<file path="src/rtl/uart_mem_loader_pkg.sv">
// Shared command/reply codes and state encoding for the UART memory loader.
// The host-side tools use the same byte codes.
package uart_mem_loader_pkg;

    localparam logic [7:0] CMD_WRITE = 8'h57;
    localparam logic [7:0] CMD_READ  = 8'h52;
    localparam logic [7:0] CMD_HOLD  = 8'h48;
    localparam logic [7:0] CMD_GO    = 8'h47;
    localparam logic [7:0] RPL_OK    = 8'h4B;
    localparam logic [7:0] RPL_ERR   = 8'h3F;

    typedef enum logic [3:0] {
        ST_IDLE,
        ST_ADDR_H,
        ST_ADDR_L,
        ST_LEN,
        ST_DATA,
        ST_WR,
        ST_RD,
        ST_RSEND,
        ST_REPLY
    } loader_state_t;

    // A length byte of zero stands for a full 256-byte block.
    function automatic logic [8:0] lenToCount(input logic [7:0] len);
        return (len == 8'd0) ? 9'd256 : {1'b0, len};
    endfunction

endpackage

</file>
<file path="src/rtl/uart_mem_loader_if.sv">
// UART byte stream and memory bus seen by the loader; master is the loader,
// slave is the UART/RAM side.
interface uart_mem_loader_if;

    logic       rx_valid;
    logic [7:0] rx_data;
    logic       tx_ready;
    logic       tx_valid;
    logic [7:0] tx_data;
    logic       mem_req;
    logic       mem_we;
    logic [15:0] mem_addr;
    logic [7:0] mem_wdata;
    logic       mem_ack;
    logic [7:0] mem_rdata;

    modport master (
        input  rx_valid, rx_data, tx_ready, mem_ack, mem_rdata,
        output tx_valid, tx_data, mem_req, mem_we, mem_addr, mem_wdata
    );

    modport slave (
        output rx_valid, rx_data, tx_ready, mem_ack, mem_rdata,
        input  tx_valid, tx_data, mem_req, mem_we, mem_addr, mem_wdata
    );

endinterface

</file>
<file path="src/rtl/uart_mem_loader_timeout.sv">
// Inactivity counter for partially received frames; o_expire strobes once
// TIMEOUT_CYC enabled cycles pass without a clear.
module loader_timeout #(
    parameter int TIMEOUT_CYC = 2500000
) (
    input  logic clk25,
    input  logic rst,
    input  logic i_clear,
    input  logic i_enable,
    output logic o_expire
);

    localparam int CW = $clog2(TIMEOUT_CYC + 1);

    logic [CW-1:0] r_count;

    assign o_expire = i_enable && (r_count == CW'(TIMEOUT_CYC - 1));

    // Held at zero outside the frame-parsing states so each frame starts fresh.
    always_ff @(posedge clk25 or posedge rst) begin
        if (rst) begin
            r_count <= '0;
        end else if (i_clear || !i_enable) begin
            r_count <= '0;
        end else if (!o_expire) begin
            r_count <= r_count + CW'(1);
        end
    end

endmodule

</file>
<file path="src/rtl/uart_mem_loader.sv">
// Serial-side bus initiator: parses host command frames from the UART and
// performs RAM write/read cycles while the CPU is held off the memory slot.
module uart_mem_loader
    import uart_mem_loader_pkg::*;
#(
    parameter int TIMEOUT_CYC   = 2500000,
    parameter bit HOLD_ON_RESET = 1'b0
) (
    input  logic clk25,
    input  logic rst,
    uart_mem_loader_if.master bus,
    output logic cpu_hold,
    output logic busy,
    output logic err
);

    loader_state_t r_state;
    loader_state_t w_stateNext;

    logic        r_isWrite;
    logic [15:0] r_addr;
    logic [8:0]  r_count;
    logic [7:0]  r_wdata;
    logic [7:0]  r_txData;
    logic        r_err;
    logic        r_cpuHold;

    logic        w_errNext;
    logic        w_replyLoad;
    logic [7:0]  w_replyCode;
    logic        w_holdSet;
    logic        w_holdClr;
    logic        w_timerEn;
    logic        w_expire;

    assign w_timerEn = (r_state == ST_ADDR_H) || (r_state == ST_ADDR_L) ||
                       (r_state == ST_LEN)    || (r_state == ST_DATA);

    loader_timeout #(
        .TIMEOUT_CYC(TIMEOUT_CYC)
    ) u_timeout (
        .clk25   (clk25),
        .rst     (rst),
        .i_clear (bus.rx_valid),
        .i_enable(w_timerEn),
        .o_expire(w_expire)
    );

    always_ff @(posedge clk25 or posedge rst) begin
        if (rst) r_state <= ST_IDLE;
        else     r_state <= w_stateNext;
    end

    // A received byte always takes priority over a coincident timeout.
    always_comb begin
        w_stateNext = r_state;
        w_errNext   = 1'b0;
        w_replyLoad = 1'b0;
        w_replyCode = RPL_OK;
        w_holdSet   = 1'b0;
        w_holdClr   = 1'b0;
        case (r_state)
            ST_IDLE: begin
                if (bus.rx_valid) begin
                    w_stateNext = ST_REPLY;
                    w_replyLoad = 1'b1;
                    case (bus.rx_data)
                        CMD_WRITE, CMD_READ: begin
                            if (r_cpuHold) begin
                                w_stateNext = ST_ADDR_H;
                                w_replyLoad = 1'b0;
                            end else begin
                                w_errNext   = 1'b1;
                                w_replyCode = RPL_ERR;
                            end
                        end
                        CMD_HOLD: w_holdSet = 1'b1;
                        CMD_GO:   w_holdClr = 1'b1;
                        default: begin
                            w_errNext   = 1'b1;
                            w_replyCode = RPL_ERR;
                        end
                    endcase
                end
            end
            ST_ADDR_H: begin
                if (bus.rx_valid)  w_stateNext = ST_ADDR_L;
                else if (w_expire) begin w_stateNext = ST_IDLE; w_errNext = 1'b1; end
            end
            ST_ADDR_L: begin
                if (bus.rx_valid)  w_stateNext = ST_LEN;
                else if (w_expire) begin w_stateNext = ST_IDLE; w_errNext = 1'b1; end
            end
            ST_LEN: begin
                if (bus.rx_valid)  w_stateNext = r_isWrite ? ST_DATA : ST_RD;
                else if (w_expire) begin w_stateNext = ST_IDLE; w_errNext = 1'b1; end
            end
            ST_DATA: begin
                if (bus.rx_valid)  w_stateNext = ST_WR;
                else if (w_expire) begin w_stateNext = ST_IDLE; w_errNext = 1'b1; end
            end
            ST_WR: begin
                if (bus.mem_ack) begin
                    if (r_count == 9'd1) begin
                        w_stateNext = ST_REPLY;
                        w_replyLoad = 1'b1;
                    end else begin
                        w_stateNext = ST_DATA;
                    end
                end
            end
            ST_RD: begin
                if (bus.mem_ack) w_stateNext = ST_RSEND;
            end
            ST_RSEND: begin
                if (bus.tx_ready) w_stateNext = (r_count == 9'd1) ? ST_IDLE : ST_RD;
            end
            ST_REPLY: begin
                if (bus.tx_ready) w_stateNext = ST_IDLE;
            end
            default: w_stateNext = ST_IDLE;
        endcase
        if (bus.rx_valid && ((r_state == ST_WR) || (r_state == ST_RD) ||
                             (r_state == ST_RSEND) || (r_state == ST_REPLY))) begin
            w_errNext = 1'b1;
        end
    end

    always_comb begin
        bus.mem_req  = (r_state == ST_WR) || (r_state == ST_RD);
        bus.mem_we   = (r_state == ST_WR);
        bus.tx_valid = (r_state == ST_RSEND) || (r_state == ST_REPLY);
        busy         = (r_state != ST_IDLE);
    end

    assign bus.mem_addr  = r_addr;
    assign bus.mem_wdata = r_wdata;
    assign bus.tx_data   = r_txData;
    assign cpu_hold      = r_cpuHold;
    assign err           = r_err;

    // Address and count advance only when a memory or transmit handshake completes.
    always_ff @(posedge clk25 or posedge rst) begin
        if (rst) begin
            r_isWrite <= 1'b0;
            r_addr    <= 16'h0000;
            r_count   <= 9'd0;
            r_wdata   <= 8'h00;
            r_txData  <= 8'h00;
            r_err     <= 1'b0;
            r_cpuHold <= HOLD_ON_RESET;
        end else begin
            r_err <= w_errNext;
            if (w_holdSet)   r_cpuHold <= 1'b1;
            if (w_holdClr)   r_cpuHold <= 1'b0;
            if (w_replyLoad) r_txData  <= w_replyCode;
            case (r_state)
                ST_IDLE:   if (bus.rx_valid) r_isWrite <= (bus.rx_data == CMD_WRITE);
                ST_ADDR_H: if (bus.rx_valid) r_addr[15:8] <= bus.rx_data;
                ST_ADDR_L: if (bus.rx_valid) r_addr[7:0]  <= bus.rx_data;
                ST_LEN:    if (bus.rx_valid) r_count <= lenToCount(bus.rx_data);
                ST_DATA:   if (bus.rx_valid) r_wdata <= bus.rx_data;
                ST_WR: begin
                    if (bus.mem_ack) begin
                        r_addr  <= r_addr + 16'd1;
                        r_count <= r_count - 9'd1;
                    end
                end
                ST_RD:     if (bus.mem_ack) r_txData <= bus.mem_rdata;
                ST_RSEND: begin
                    if (bus.tx_ready) begin
                        r_addr  <= r_addr + 16'd1;
                        r_count <= r_count - 9'd1;
                    end
                end
                default: ;
            endcase
        end
    end

endmodule

</file>
<file path="src/flat_wrapper.sv">
// flat-port wrapper written by rule: the top's interface ports become plain ports
module uart_mem_loader_flat import uart_mem_loader_pkg::*;
#(
    parameter int TIMEOUT_CYC   = 2500000,
    parameter bit HOLD_ON_RESET = 1'b0
)
  (clk25, rst, cpu_hold, busy, err, bus_rx_valid, bus_rx_data, bus_tx_ready, bus_mem_ack, bus_mem_rdata, bus_tx_valid, bus_tx_data, bus_mem_req, bus_mem_we, bus_mem_addr, bus_mem_wdata);
  uart_mem_loader_if bus_i ();
  input  logic clk25;
  input  logic rst;
  output logic cpu_hold;
  output logic busy;
  output logic err;
  input wire logic [$bits(bus_i.rx_valid)-1:0] bus_rx_valid;
  input wire logic [$bits(bus_i.rx_data)-1:0] bus_rx_data;
  input wire logic [$bits(bus_i.tx_ready)-1:0] bus_tx_ready;
  input wire logic [$bits(bus_i.mem_ack)-1:0] bus_mem_ack;
  input wire logic [$bits(bus_i.mem_rdata)-1:0] bus_mem_rdata;
  output wire logic [$bits(bus_i.tx_valid)-1:0] bus_tx_valid;
  output wire logic [$bits(bus_i.tx_data)-1:0] bus_tx_data;
  output wire logic [$bits(bus_i.mem_req)-1:0] bus_mem_req;
  output wire logic [$bits(bus_i.mem_we)-1:0] bus_mem_we;
  output wire logic [$bits(bus_i.mem_addr)-1:0] bus_mem_addr;
  output wire logic [$bits(bus_i.mem_wdata)-1:0] bus_mem_wdata;
  assign bus_i.rx_valid = bus_rx_valid;
  assign bus_i.rx_data = bus_rx_data;
  assign bus_i.tx_ready = bus_tx_ready;
  assign bus_i.mem_ack = bus_mem_ack;
  assign bus_i.mem_rdata = bus_mem_rdata;
  assign bus_tx_valid = bus_i.tx_valid;
  assign bus_tx_data = bus_i.tx_data;
  assign bus_mem_req = bus_i.mem_req;
  assign bus_mem_we = bus_i.mem_we;
  assign bus_mem_addr = bus_i.mem_addr;
  assign bus_mem_wdata = bus_i.mem_wdata;
  uart_mem_loader #(.TIMEOUT_CYC(TIMEOUT_CYC), .HOLD_ON_RESET(HOLD_ON_RESET)) u_core (.clk25(clk25), .rst(rst), .bus(bus_i), .cpu_hold(cpu_hold), .busy(busy), .err(err));
endmodule
</file>
<file path="config.mk">
export PLATFORM = sky130hd
export DESIGN_NAME = uart_mem_loader_flat
export DESIGN_NICKNAME = d
export VERILOG_FILES = /design/src/rtl/uart_mem_loader_pkg.sv /design/src/rtl/uart_mem_loader_if.sv /design/src/rtl/uart_mem_loader_timeout.sv /design/src/rtl/uart_mem_loader.sv /design/src/flat_wrapper.sv
export SDC_FILE = /design/constraint.sdc
export NUM_CORES = 1
export LEC_CHECK = 0
export CORE_ASPECT_RATIO = 1.1
export CORE_MARGIN = 3
export CORE_UTILIZATION = 35
export CTS_BUF_LIST = sky130_fd_sc_hd__clkbuf_4
export CTS_CLUSTER_DIAMETER = 40
export DETAILED_ROUTE_END_ITERATION = 12
export HOLD_SLACK_MARGIN = 0.02
export PLACE_DENSITY = 0.66
export REMOVE_ABC_BUFFERS = 1
export SLEW_MARGIN = 20
export SYNTH_ARGS = -nofsm -noshare
export SYNTH_HDL_FRONTEND = slang
export SYNTH_SLANG_ARGS = --single-unit
</file>
<file path="constraint.sdc">
create_clock -name clk25 -period 2.6 [get_ports clk25]
set_input_delay 0.39 -clock clk25 [delete_from_list [all_inputs] [get_ports clk25]]
set_output_delay 0.39 -clock clk25 [all_outputs]
set_load 0.01 [all_outputs]
</file>
==> summary.md <==
| Metric | Value |
|---|---|
| #FFs+latches synth | `70` |
| Status | `finished, final reports clean` |
| Grt ovf | `0` |
| Syn Inst Count | `441` |
| Crit path kind | `reg2out` |
| Cell taking the most area after synthesis | `dfrtp_1` |
| DRC | `0` |
| Largest net degree at the start of global routing | `38` |
| Slew Limit Fails | `0` |
| Vias in the first global route | `about 3500` |
| Fin Setup TNS | `0 ps` |
| Synth top area share | `44.77%` |
| WP data required | `2210 ps` |
| Dpl cells | `646` |
| Peak VDD IR | `0.0005604 V` |
| TritonCTS Buffers | `9` |
| # IOs | `59` |
| Fin crit period | `2458 ps` |
| Yosys Warn Count | `0` |
| Post-synth EDFFs | `0` |
| Final period utilization | `94.54%` |
| Max-Cap Viols | `0` |
| Core Area | `0.01064 sq mm` |
| Die footprint | `~0.012 sq mm` |
| Pwr Density | `roughly 630 mW/mm^2` |
| Initial Util | `36.78%` |
| Final nets | `540` |
| Row count | `39` |
| LEAKAGE | `1.979 nW` |
| First-pass GRT wire length | `17310 um` |
| Hold/Removal Path Class | `in2async` |
| Clk buf depth | `2` |
| GRT Total Usage | `17.61%` |
| Top cells by area, synth | `dfrtp_1 (45%), nor2_1 (5.5%), a21oi_1 (4.9%)` |
| Worst slew pin tran | `around 800 ps` |
| CTS root buf | `clkbuf_4` |
| Post-route ant nets | `0` |
| # H-tree levels | `3` |
| Synthesized cell area | `0.003913 sq mm` |
| Via count | `around 3600` |
| 1st-iter DRT viols | `234` |
| DRT Wirelength | `about 10000 um` |
| Sequential area share after synthesis | `44.77%` |
| # setup viols final | `0` |
| Worst-path fanout max | `11` |
| Synth cell types | `59` |
| Via density | `between 5 and 6` |
| Filler cells | `1058` |
| Final Hold Fails | `0` |
| Avg Cell Area, Syn | `about 8.9 sq um` |
| RePlAce Congestion | `0.8592` |
| Primary FF master, synth | `dfrtp_1` |
| Worst Setup End Kind | `output pin` |
| # clock sinks | `70` |
| Post-DP HPWL | `7726 um` |
| Share of layout cells above drive strength 1 | `12.69%` |
| Ant. Diodes | `0` |
| Crit path DAT | `2070 ps` |
| RSZ-0062 raised after global routing | `no` |
| Layout Utilization | `46.29%` |
| Worst-path clk slew | `130 ps` |
| Die Span Y | `116.9 um` |
| # port buffers | `58` |
| Post-route insts no fill | `663` |
| Die extent in x | `106.8 um` |
| Pre-antenna DRT Iters | `4` |
| WL per Instance | `approximately 16 um` |
| Ys async rst share | `100.0%` |
| Skew final | `20.27 ps` |
| Worst skew pair latency | `450 ps` |
| CTS tree | `yes` |
| CTS Hold Bufs | `0` |
| Slew headroom | `46.30%` |
| Fmax achieved | `406.8 MHz` |
| CP Launch Type | `flop` |
| Initial antenna violation count | `0` |
| Area Overhead vs Synth | `25.87%` |
==> what timing repair did <==
item / 4_1_cts / 5_1_grt
setup endpoints to repair: 2 / 3
pin swaps: 0 / 0
gates resized for setup: 3 / 4
setup buffers: 0 / 1
==> critical path, cell delays in order, from the launching register on <==
cell and delay [ps]:
dfrtp_2 450, buf_4 180, or4_4 500, clkdlybuf4s50_1 500
==> cell families after synthesis <==
family | after synthesis | share of synthesized area [%]
AO/OA/AOI/OAI | 119 | 19.28
XOR/XNOR | 17 | 3.805
adder cells (fa/ha/maj) | 4 | 1.279
buffers and inverters | 29 | 3.326
flip-flops | 70 | 44.77
multiplexers | 11 | 3.070
AND/OR/NAND/NOR | 191 | 24.46
==> placed cells by master (no fill, tap or decap), types with 3 or more instances in the layout <==
cell	n
nand2_1	44
clkinvlp_4	3
o21ai_0	26
xor2_1	13
xnor2_1	4
clkbuf_4	9
dfrtp_2	3
a21boi_0	3
o22ai_1	3
or2_2	4
clkdlybuf4s50_1	57
buf_4	24
nor4_1	6
nand4_1	12
o22a_1	8
nand3_1	18
and3_1	5
a21oi_1	38
mux2i_1	3
nor4b_1	3
inv_1	8
a21o_1	3
a31oi_1	7
o211ai_1	7
or3_1	6
o31ai_1	4
ha_1	4
mux2_2	8
nor2_1	56
nand2b_1	4
nor3_1	11
dfrtp_1	67
and4_1	5
==> sequential cells by signal, summed over array words and instances (netlist names) <==
signal / count
u_core.bus.mem_wdata: 8
u_core.r_count: 9
u_core.bus.tx_data: 8
u_core.bus.mem_addr: 16
u_core.err: 1
u_core.r_isWrite: 1
u_core.u_timeout.r_count: 22
u_core.cpu_hold: 1
u_core.r_state: 4
==> final cells by class <==
type,count,area [sq um],share of cell area (%)
repair buffers,83,783.3,15.90
multi-input cells,342,2041,41.44
flip-flops and latches,70,1755,35.65
well taps,143,178.9,3.633
clock buffers,9,67.56,1.372
clock inverters,7,65.06,1.321
inverters,9,33.78,0.6860
==> metrics by stage <==
step / power, mW / cell area [sq um] / setup WS (ps) / hold slack, ps
global route: 3.270 / 4925 / 1.821 / 357.4
finish: 3.086 / 4925 / 141.9 / 344.7
detailed placement: 2.400 / 4771 / 242.9 / 489.6
CTS: 3.118 / 4906 / 9.202 / 336.1
floorplan: 1.861 / 3816 / 173.2 / 448.8
global placement: 2.379 / 4771 / 293.5 / 477.6
==> path summary, 6_finish.rpt <==
check | slack [ps] | startpoint | end | cells past startpoint
max reg2reg | 530 | u_core.r_state[1]$_DFFE_PP0P_ | u_core.u_timeout.r_count[4]$_DFFE_PP0P_ | 5
max in group asynchronous | 1620 | rst | u_core.r_state[2]$_DFFE_PP0P_ | 3
max | 140 | u_core.r_state[3]$_DFFE_PP0P_ | busy | 3
min in group clk25 | 500 | bus_mem_rdata[7] | u_core.bus.tx_data[7]$_DFF_PP0_ | 3
min reg2reg | 520 | u_core.r_count[1]$_DFFE_PP0P_ | u_core.r_count[1]$_DFFE_PP0P_ | 1
min | 340 | rst | u_core.bus.mem_wdata[2]$_DFFE_PP0P_ | 2
==> per-layer routing <==
layer | global-route usage, % | vias to the layer above | part of all wire [%]
li1 | - | 1752 | -
met1 | 22.08 | 1733 | 44
met2 | 28.80 | 90 | 48
met3 | 5.266 | 28 | 4.2
met4 | 6.905 | 0 | 3.0
met5 | 0 | - | 0
==> power by group <==
part	total [mW]	leakage, nW	switching (mW)	internal [mW]
Combinational	0.892	1.00	0.389	0.502
Clock	0.701	0.0630	0.417	0.284
Sequential	1.49	0.913	0.220	1.27
==> cells in the mapped netlist, types with 2 or more instances <==
library cell	count
o31ai_1	4
o21ai_0	27
nand2_1	44
inv_1	9
mux2i_1	3
ha_1	4
a21boi_0	3
nand2b_1	5
o22a_1	8
nor4b_1	3
nor2b_1	2
nand3_1	18
a22o_1	2
o21a_1	2
a31oi_1	7
xnor2_1	4
a21o_1	3
nand4_1	12
buf_2	8
a21oi_1	38
o211ai_1	7
nor4_1	6
or3_1	6
mux2_2	8
o22ai_1	3
o311a_1	2
nor3b_1	2
and4_1	5
and3_1	5
xor2_1	13
nor2_1	57
a311o_1	2
dfrtp_1	70
clkbuf_1	10
or2_2	4
nor3_1	12
Power figures use the tool's default switching activity.
